[config.mk]
export PLATFORM = sky130hd
export DESIGN_NAME = bcd_scan_counter
export DESIGN_NICKNAME = d
export VERILOG_FILES = /design/src/rtl/bcd_scan_pkg.sv /design/src/rtl/bcd_digit.sv /design/src/rtl/bcd_scan_counter.sv
export SDC_FILE = /design/constraint.sdc
export NUM_CORES = 1
export LEC_CHECK = 0
export CORE_AREA = 5 5 86 88
export DETAILED_ROUTE_END_ITERATION = 8
export DIE_AREA = 0 0 91 93
export PLACE_DENSITY = 0.64
export REMOVE_ABC_BUFFERS = 1
export SETUP_SLACK_MARGIN = 0.3
export SYNTH_ARGS = -nofsm -noshare
export SYNTH_HDL_FRONTEND = slang
export SYNTH_SLANG_ARGS = --single-unit
[constraint.sdc]
create_clock -name clk -period 2 [get_ports clk]
set_input_delay 0.3 -clock clk [delete_from_list [all_inputs] [get_ports clk]]
set_output_delay 0.3 -clock clk [all_outputs]
set_load 0.01 [all_outputs]
[src/rtl/bcd_scan_pkg.sv]
// Shared constants, scan-state encoding and helpers for the BCD scan counter.
// Leading-zero blanking is compiled in by defining BCD_SCAN_LZB_EN.
package bcd_scan_pkg;

   localparam int         NUM_DIGITS    = 4;
   localparam logic [3:0] BCD_MAX       = 4'd9;
   localparam logic [3:0] DIG_SEL_RESET = 4'b1110;
   localparam int         PRESC_W       = 16;

   typedef enum logic [1:0] {
      DIG0 = 2'd0,
      DIG1 = 2'd1,
      DIG2 = 2'd2,
      DIG3 = 2'd3
   } scan_state_t;

   function automatic scan_state_t next_scan_state(input scan_state_t s);
      scan_state_t n;
      case (s)
         DIG0:    n = DIG1;
         DIG1:    n = DIG2;
         DIG2:    n = DIG3;
         default: n = DIG0;
      endcase
      return n;
   endfunction

   // Active-low one-hot enable for the digit a state drives.
   function automatic logic [3:0] sel_for_state(input scan_state_t s);
      logic [3:0] sel;
      case (s)
         DIG0:    sel = 4'b1110;
         DIG1:    sel = 4'b1101;
         DIG2:    sel = 4'b1011;
         default: sel = 4'b0111;
      endcase
      return sel;
   endfunction

endpackage

[src/rtl/bcd_digit.sv]
// One BCD decade: counts 0..9 on carry-in, carry-out is combinational so a
// whole chain of decades rolls over in a single cycle.
module bcd_digit
   import bcd_scan_pkg::*;
(
   input  logic       clk,
   input  logic       rst_n,
   input  logic       clr,
   input  logic       cin,
   output logic [3:0] digit,
   output logic       cout
);

   logic [3:0] digit_q;
   logic [3:0] digit_d;
   logic       at_max;

   // Anything at or above nine wraps, so an out-of-range code can never persist.
   assign at_max = (digit_q >= BCD_MAX);

   always_comb begin
      digit_d = digit_q;
      if (clr) begin
         digit_d = 4'd0;
      end else if (cin) begin
         digit_d = at_max ? 4'd0 : (digit_q + 4'd1);
      end
   end

   always_ff @(posedge clk or negedge rst_n) begin
      if (!rst_n) begin
         digit_q <= 4'd0;
      end else begin
         digit_q <= digit_d;
      end
   end

   assign digit = digit_q;
   assign cout  = cin & at_max;

endmodule

[src/rtl/bcd_scan_counter.sv]
// Four-decade BCD counter with a multiplexed 7-segment scan driver.
// Define BCD_SCAN_LZB_EN to compile in leading-zero blanking.
module bcd_scan_counter
   import bcd_scan_pkg::*;
#(
   parameter int unsigned SCAN_DIV = 1000
) (
   input  logic        clk,
   input  logic        rst_n,
   input  logic        clr,
   input  logic        inc,
   output logic [15:0] value,
   output logic [3:0]  bcd,
   output logic [3:0]  dig_sel,
   output logic        carry_out,
   output logic        blank
);

   localparam logic [PRESC_W-1:0] PRESC_LAST = PRESC_W'(SCAN_DIV - 1);

   logic [NUM_DIGITS-1:0][3:0] digits;
   logic [NUM_DIGITS:0]        carry;

   logic                carry_out_q;
   logic                carry_out_d;
   logic [PRESC_W-1:0]  presc_q;
   logic [PRESC_W-1:0]  presc_d;
   scan_state_t         state_q;
   scan_state_t         state_d;
   logic [3:0]          dig_sel_q;
   logic [3:0]          dig_sel_d;
   logic                blank_w;

   assign carry[0] = inc;

   for (genvar i = 0; i < NUM_DIGITS; i++) begin : g_decade
      bcd_digit u_digit (
         .clk   (clk),
         .rst_n (rst_n),
         .clr   (clr),
         .cin   (carry[i]),
         .digit (digits[i]),
         .cout  (carry[i+1])
      );
   end

   assign value = digits;

   // A clear in the same cycle as a wrap suppresses the carry pulse.
   always_comb begin
      carry_out_d = carry[NUM_DIGITS] & ~clr;
   end

   always_ff @(posedge clk or negedge rst_n) begin
      if (!rst_n) begin
         carry_out_q <= 1'b0;
      end else begin
         carry_out_q <= carry_out_d;
      end
   end

   assign carry_out = carry_out_q;

   always_comb begin
      presc_d   = presc_q;
      state_d   = state_q;
      dig_sel_d = dig_sel_q;
      if (presc_q == PRESC_LAST) begin
         presc_d   = '0;
         state_d   = next_scan_state(state_q);
         dig_sel_d = sel_for_state(next_scan_state(state_q));
      end else begin
         presc_d   = presc_q + PRESC_W'(1);
      end
   end

   // Scan FSM: the enable pattern is registered together with the state.
   always_ff @(posedge clk or negedge rst_n) begin
      if (!rst_n) begin
         presc_q   <= '0;
         state_q   <= DIG0;
         dig_sel_q <= DIG_SEL_RESET;
      end else begin
         presc_q   <= presc_d;
         state_q   <= state_d;
         dig_sel_q <= dig_sel_d;
      end
   end

   always_comb begin
      bcd = digits[0];
      case (state_q)
         DIG0:    bcd = digits[0];
         DIG1:    bcd = digits[1];
         DIG2:    bcd = digits[2];
         default: bcd = digits[3];
      endcase
   end

`ifdef BCD_SCAN_LZB_EN
   // A digit is dark when it and every more significant digit are zero.
   always_comb begin
      blank_w = 1'b0;
      case (state_q)
         DIG1:    blank_w = (value[15:4]  == 12'd0);
         DIG2:    blank_w = (value[15:8]  == 8'd0);
         DIG3:    blank_w = (value[15:12] == 4'd0);
         default: blank_w = 1'b0;
      endcase
   end
`else
   assign blank_w = 1'b0;
`endif

   assign blank   = blank_w;
   assign dig_sel = blank_w ? 4'b1111 : dig_sel_q;

endmodule

==> out/metrics.sh <==
RUN_STATUS='complete, no violations'
FINAL-SETUP-VIOL-COUNT=0
FLOORPLAN.IO_PINS=30
FINAL.SETUP_SKEW_NS=0.009171
POST-SYNTH-TOP-AREA-CELL='sky130_fd_sc_hd__dfrtp_1'
PLACE_WS_NS=-0.001486
INSERTION_DELAY_OF_THE_LATER_CLOCKED_PIN_IN_THE_WORST_SKEW_PAIR_NS=0.29
YOSYSUNIQUECELLTYPES=38
DRT_ITER0_DRC=80
SYNTH_TOP_AREA_SHARE_PCT=40.47
CP-END-KIND='register'
POST_SYNTHESIS_INSTANCE_AREA_UM2=2226
VIA_COUNT=2024
PLACE.PORT_BUFFERS=28
WORST-SETUP-PATH-TYPE='register to register'
RR_ENDPOINT='presc_q[7]'
LEAKAGEPOWER_nW=1.463
HOLD-WORST-SLACK_NS=0.06164
MAXCLOCKFREQUENCY_MHz=508.0
GRT_ANTENNA_BEFORE_REPAIR=0
DETAILEDPLACEMENTHPWL_MM=3.875
CLOCK_TREE_FROM_TRITONCTS='built'
GLOBAL_ROUTE_WIRE_LENGTH_BEFORE_REPAIR_MM=9.239
TRITONCTS.NUM_BUFFERS=5
CLOCK_ROOT_CELL='sky130_fd_sc_hd__clkbuf_8'
CRITICAL_PATH.STARTPOINT_TYPE='register'
SEQUENTIAL_ELEMENT_SHARE_OF_THE_SYNTHESIZED_AREA_PCT=44.01
TIMING.REG2REG.WORST_PATH_DEPTH=4
FINAL-HOLD-VIOLATION-COUNT=0
FINAL_CELL_AREA_UM2=3212
ANTENNA-DIODE-COUNT=0
POST_CTS_HOLD_BUFFER_COUNT=0
POWER_FRAC_SEQ_PCT=53.6
CLOCK_TREE.BUFFER_DEPTH=2
WIDTH_OF_THE_DIE_UM=91
POWER_DENSITY_nW_PER_UM2=466.3
CP_MAX_FO=2
GRT-OVFL-TOTAL=0
CTS-HTREE-LEVELS=2
AREAGROWTHSYNTHTOFINISH_PCT=44.29
SYNTH_AREA_LEADERS='sky130_fd_sc_hd__dfrtp_1 (40%), sky130_fd_sc_hd__ha_1 (11%), sky130_fd_sc_hd__dfstp_2 (3.5%)'
REGISTER_AREA_UM2=988.4
HIGHEST_LAYER='met4'
SLEW_HEADROOM_PCT=60.62
FINISH.NET_COUNT=318
MIN_SETUP_SLACK_POST_ROUTE_NS=0.03161
CORE_REGION_AREA_UM2=6569
IR_DROP_uV=315.5
ROUTED_WL_MM=5.769
MULTI_INPUT_COMB_AREA_UM2=1381
REGISTER_TO_REGISTER_SETUP_SLACK_NS=0.03
REGTOREGSTARTPOINT='presc_q[12]'
FLOORPLAN.DIE.HEIGHT_UM=93
WORST-SLEW-PIN-TRANSITION_NS=0.5888
CRIT_ARRIVAL_NS=2.15
LAYOUT-DRIVE-GT1-SHARE_PCT=34.12
SWITCHING_SHARE_PCT=22.63
DESIGN.DIE.AREA_UM2=8463
POST-ROUTE-MIN-PERIOD_NS=1.968
CTS_NUM_SINKS=39
POWER.SHARE.CLOCK_PCT=38.9
DETAILEDROUTE.FIRSTPASSITERATIONCOUNT=5
MET2_LENGTH_MM=2.923
MAX_CAP_VIOL_COUNT=0
NET_SWITCHING_POWER_W=0.0003389
TIMING.HOLD.WORST.CLASS='input port to asynchronous set/reset pin'
YOSYS_WARNINGS=0
ROUTED_WIRE_LENGTH_PER_INSTANCE_UM=15.34
RSZ0062_AT_GRT='true'
MET3WIRELENGTH_UM=296
FINALWEIGHTEDCONGESTION=0.7886
POSTSYNTHREGISTERBITS=39
POWER.SHARE.COMBINATIONAL_PCT=7.5
GRT_START_MAX_NET_PINS=40
POST_DRT_VIA_CELL_RATIO=5.383
LAYOUT_WORST_PATH_CYCLE_SHARE_PCT=98.42
SYNTH_CELLS=230
START_UTIL_PCT=33.89
GRT_PASS1_VIAS=1894
CLKTRANSATPATHREGS_NS=0.08
PLACEMENTROWS=30
SYN-MEAN-INSTANCE-AREA_UM2=9.678
DRCVIOLATIONCOUNT=0
CELL_INTERNAL_PWR_W=0.001159
WL_MET1_MM=2.470
REQUIRED_NS=2.18
FINAL_COUNT_OF_PINS_VIOLATING_MAX_SLEW=0
DETAIL-ROUTE-ANTENNA-NETS=0
N_FILL_CELL=584
PLACED_AREA_UM2=2751
GRT_UTIL_ALL_LAYERS_PCT=13.41
[kinds of logic (layout without fill, tap and decap cells)]
family                     Yosys count  in the layout  share of synthesized area [%]
and+or+nand+nor                     95             96                          23.78
DFF                                 39             39                          44.01
AOI/OAI and AO/OA                   36             36                          10.34
buffers and inverters               23             88                          4.047
adders and majority gates           19             19                          10.68
xor gates and xnor gates            12             12                          4.722
muxes                                5              5                          2.249
other                                1              1                         0.1685
[stage by stage]
stage               power [W]  setup TNS, ns  utilization (%)  instances
finish               0.001498              0            48.90        376
global placement    0.0009097              0            41.89        354
CTS                  0.001508              0            45.37        372
floorplan           0.0008449       -0.02238                -        221
global route         0.001563       -0.03073            48.90        376
detailed placement  0.0009099      -0.001486            41.89        354
[state kept, by name, summed over array words and instances (netlist names)]
| name | count |
|---|---|
| carry_out | 1 |
| dig_sel | 4 |
| g_decade.u_digit.digit | 16 |
| presc_q | 16 |
| state_q | 2 |
[cell usage after synthesis]
master,n
sky130_fd_sc_hd__a211o_1,1
sky130_fd_sc_hd__a21boi_0,1
sky130_fd_sc_hd__a21oi_1,14
sky130_fd_sc_hd__a222oi_1,4
sky130_fd_sc_hd__a2bb2oi_1,1
sky130_fd_sc_hd__a31oi_1,1
sky130_fd_sc_hd__a41o_1,1
sky130_fd_sc_hd__and2_1,4
sky130_fd_sc_hd__and3_1,6
sky130_fd_sc_hd__and4_1,2
sky130_fd_sc_hd__buf_1,2
sky130_fd_sc_hd__buf_4,1
sky130_fd_sc_hd__clkbuf_1,6
sky130_fd_sc_hd__conb_1,1
sky130_fd_sc_hd__dfrtp_1,36
sky130_fd_sc_hd__dfstp_2,3
sky130_fd_sc_hd__ha_1,19
sky130_fd_sc_hd__inv_1,14
sky130_fd_sc_hd__mux2i_1,5
sky130_fd_sc_hd__nand2_1,19
sky130_fd_sc_hd__nand2b_1,3
sky130_fd_sc_hd__nand3_1,14
sky130_fd_sc_hd__nand3b_1,4
sky130_fd_sc_hd__nand4_1,11
sky130_fd_sc_hd__nand4b_1,1
sky130_fd_sc_hd__nor2_1,12
sky130_fd_sc_hd__nor2b_1,3
sky130_fd_sc_hd__nor3_1,3
sky130_fd_sc_hd__nor4_1,3
sky130_fd_sc_hd__o21ai_0,8
sky130_fd_sc_hd__o31ai_1,4
sky130_fd_sc_hd__o32ai_1,1
sky130_fd_sc_hd__or3_1,3
sky130_fd_sc_hd__or3b_2,4
sky130_fd_sc_hd__or4_1,1
sky130_fd_sc_hd__or4_4,2
sky130_fd_sc_hd__xnor2_1,7
sky130_fd_sc_hd__xor2_1,5
[worst max path at each step]
| stage | startpoint | to | cells after the start | slack (ns) |
|---|---|---|---|---|
| global route | state_q[0] | bcd[0] | 5 | -0.02 |
| detailed placement | state_q[1] | bcd[0] | 5 | -0.001 |
| global placement | state_q[0] | bcd[1] | 5 | 0.05 |
| floorplan | presc_q[13] | presc_q[7] | 4 | -0.02 |
| CTS | presc_q[12] | presc_q[7] | 4 | 0.03 |
| finish | presc_q[12] | presc_q[7] | 4 | 0.03 |
[what timing repair did]
item | 4_1_cts | 5_1_grt
pin swaps | 11 | 21
cloned | 1 | 0
setup buffers | 9 | 4
endpoints found under the setup margin | 26 | 34
gates resized for setup | 42 | 55
[power groups by stage]
stage	sequential, W	clock (W)	combinational (W)
detailed placement	0.000815	0	0.0000951
global route	0.000804	0.000637	0.000123
global placement	0.000814	0	0.0000954
finish	0.000803	0.000583	0.000112
CTS	0.000800	0.000603	0.000104
floorplan	0.000818	0	0.0000267
[area by class of cell]
cell class                      instances  area share [%]
Multi-Input combinational cell        169           43.01
Sequential cell                        39           30.78
Timing Repair Buffer                   66           18.11
Inverter                               14           1.870
Clock buffer                            8           3.116
Tap cell                               80           3.116
[layout by cell type (no fill, tap or decap), types with 7 or more instances in the layout]
master                            synthesis  final
sky130_fd_sc_hd__buf_6                    0      8
sky130_fd_sc_hd__dfrtp_2                  0      7
sky130_fd_sc_hd__clkbuf_8                 0      7
sky130_fd_sc_hd__nand2_1                 19     16
sky130_fd_sc_hd__dfrtp_1                 36     29
sky130_fd_sc_hd__ha_1                    19     13
sky130_fd_sc_hd__clkdlybuf4s50_1          0     17
sky130_fd_sc_hd__xnor2_1                  7      7
sky130_fd_sc_hd__nand4_1                 11     11
sky130_fd_sc_hd__a21oi_1                 14     11
sky130_fd_sc_hd__nand3_1                 14     12
sky130_fd_sc_hd__buf_4                    1     30
sky130_fd_sc_hd__nor2_1                  12     12
[worst max-delay path, stage by stage (launching register included)]
cell and delay [ns]:
sky130_fd_sc_hd__dfrtp_1 0.38, sky130_fd_sc_hd__or4_4 0.54, sky130_fd_sc_hd__or4_4 0.53, sky130_fd_sc_hd__and3_4 0.19
sky130_fd_sc_hd__a211o_1 0.22
[routing by layer]
metal	GRT usage, %	vias up
li1	-	957
met1	17.53	1006
met2	22.54	54
met3	2.333	7
met4	4.279	0
met5	0	-
No activity file was read; power rests on OpenSTA's default activity.
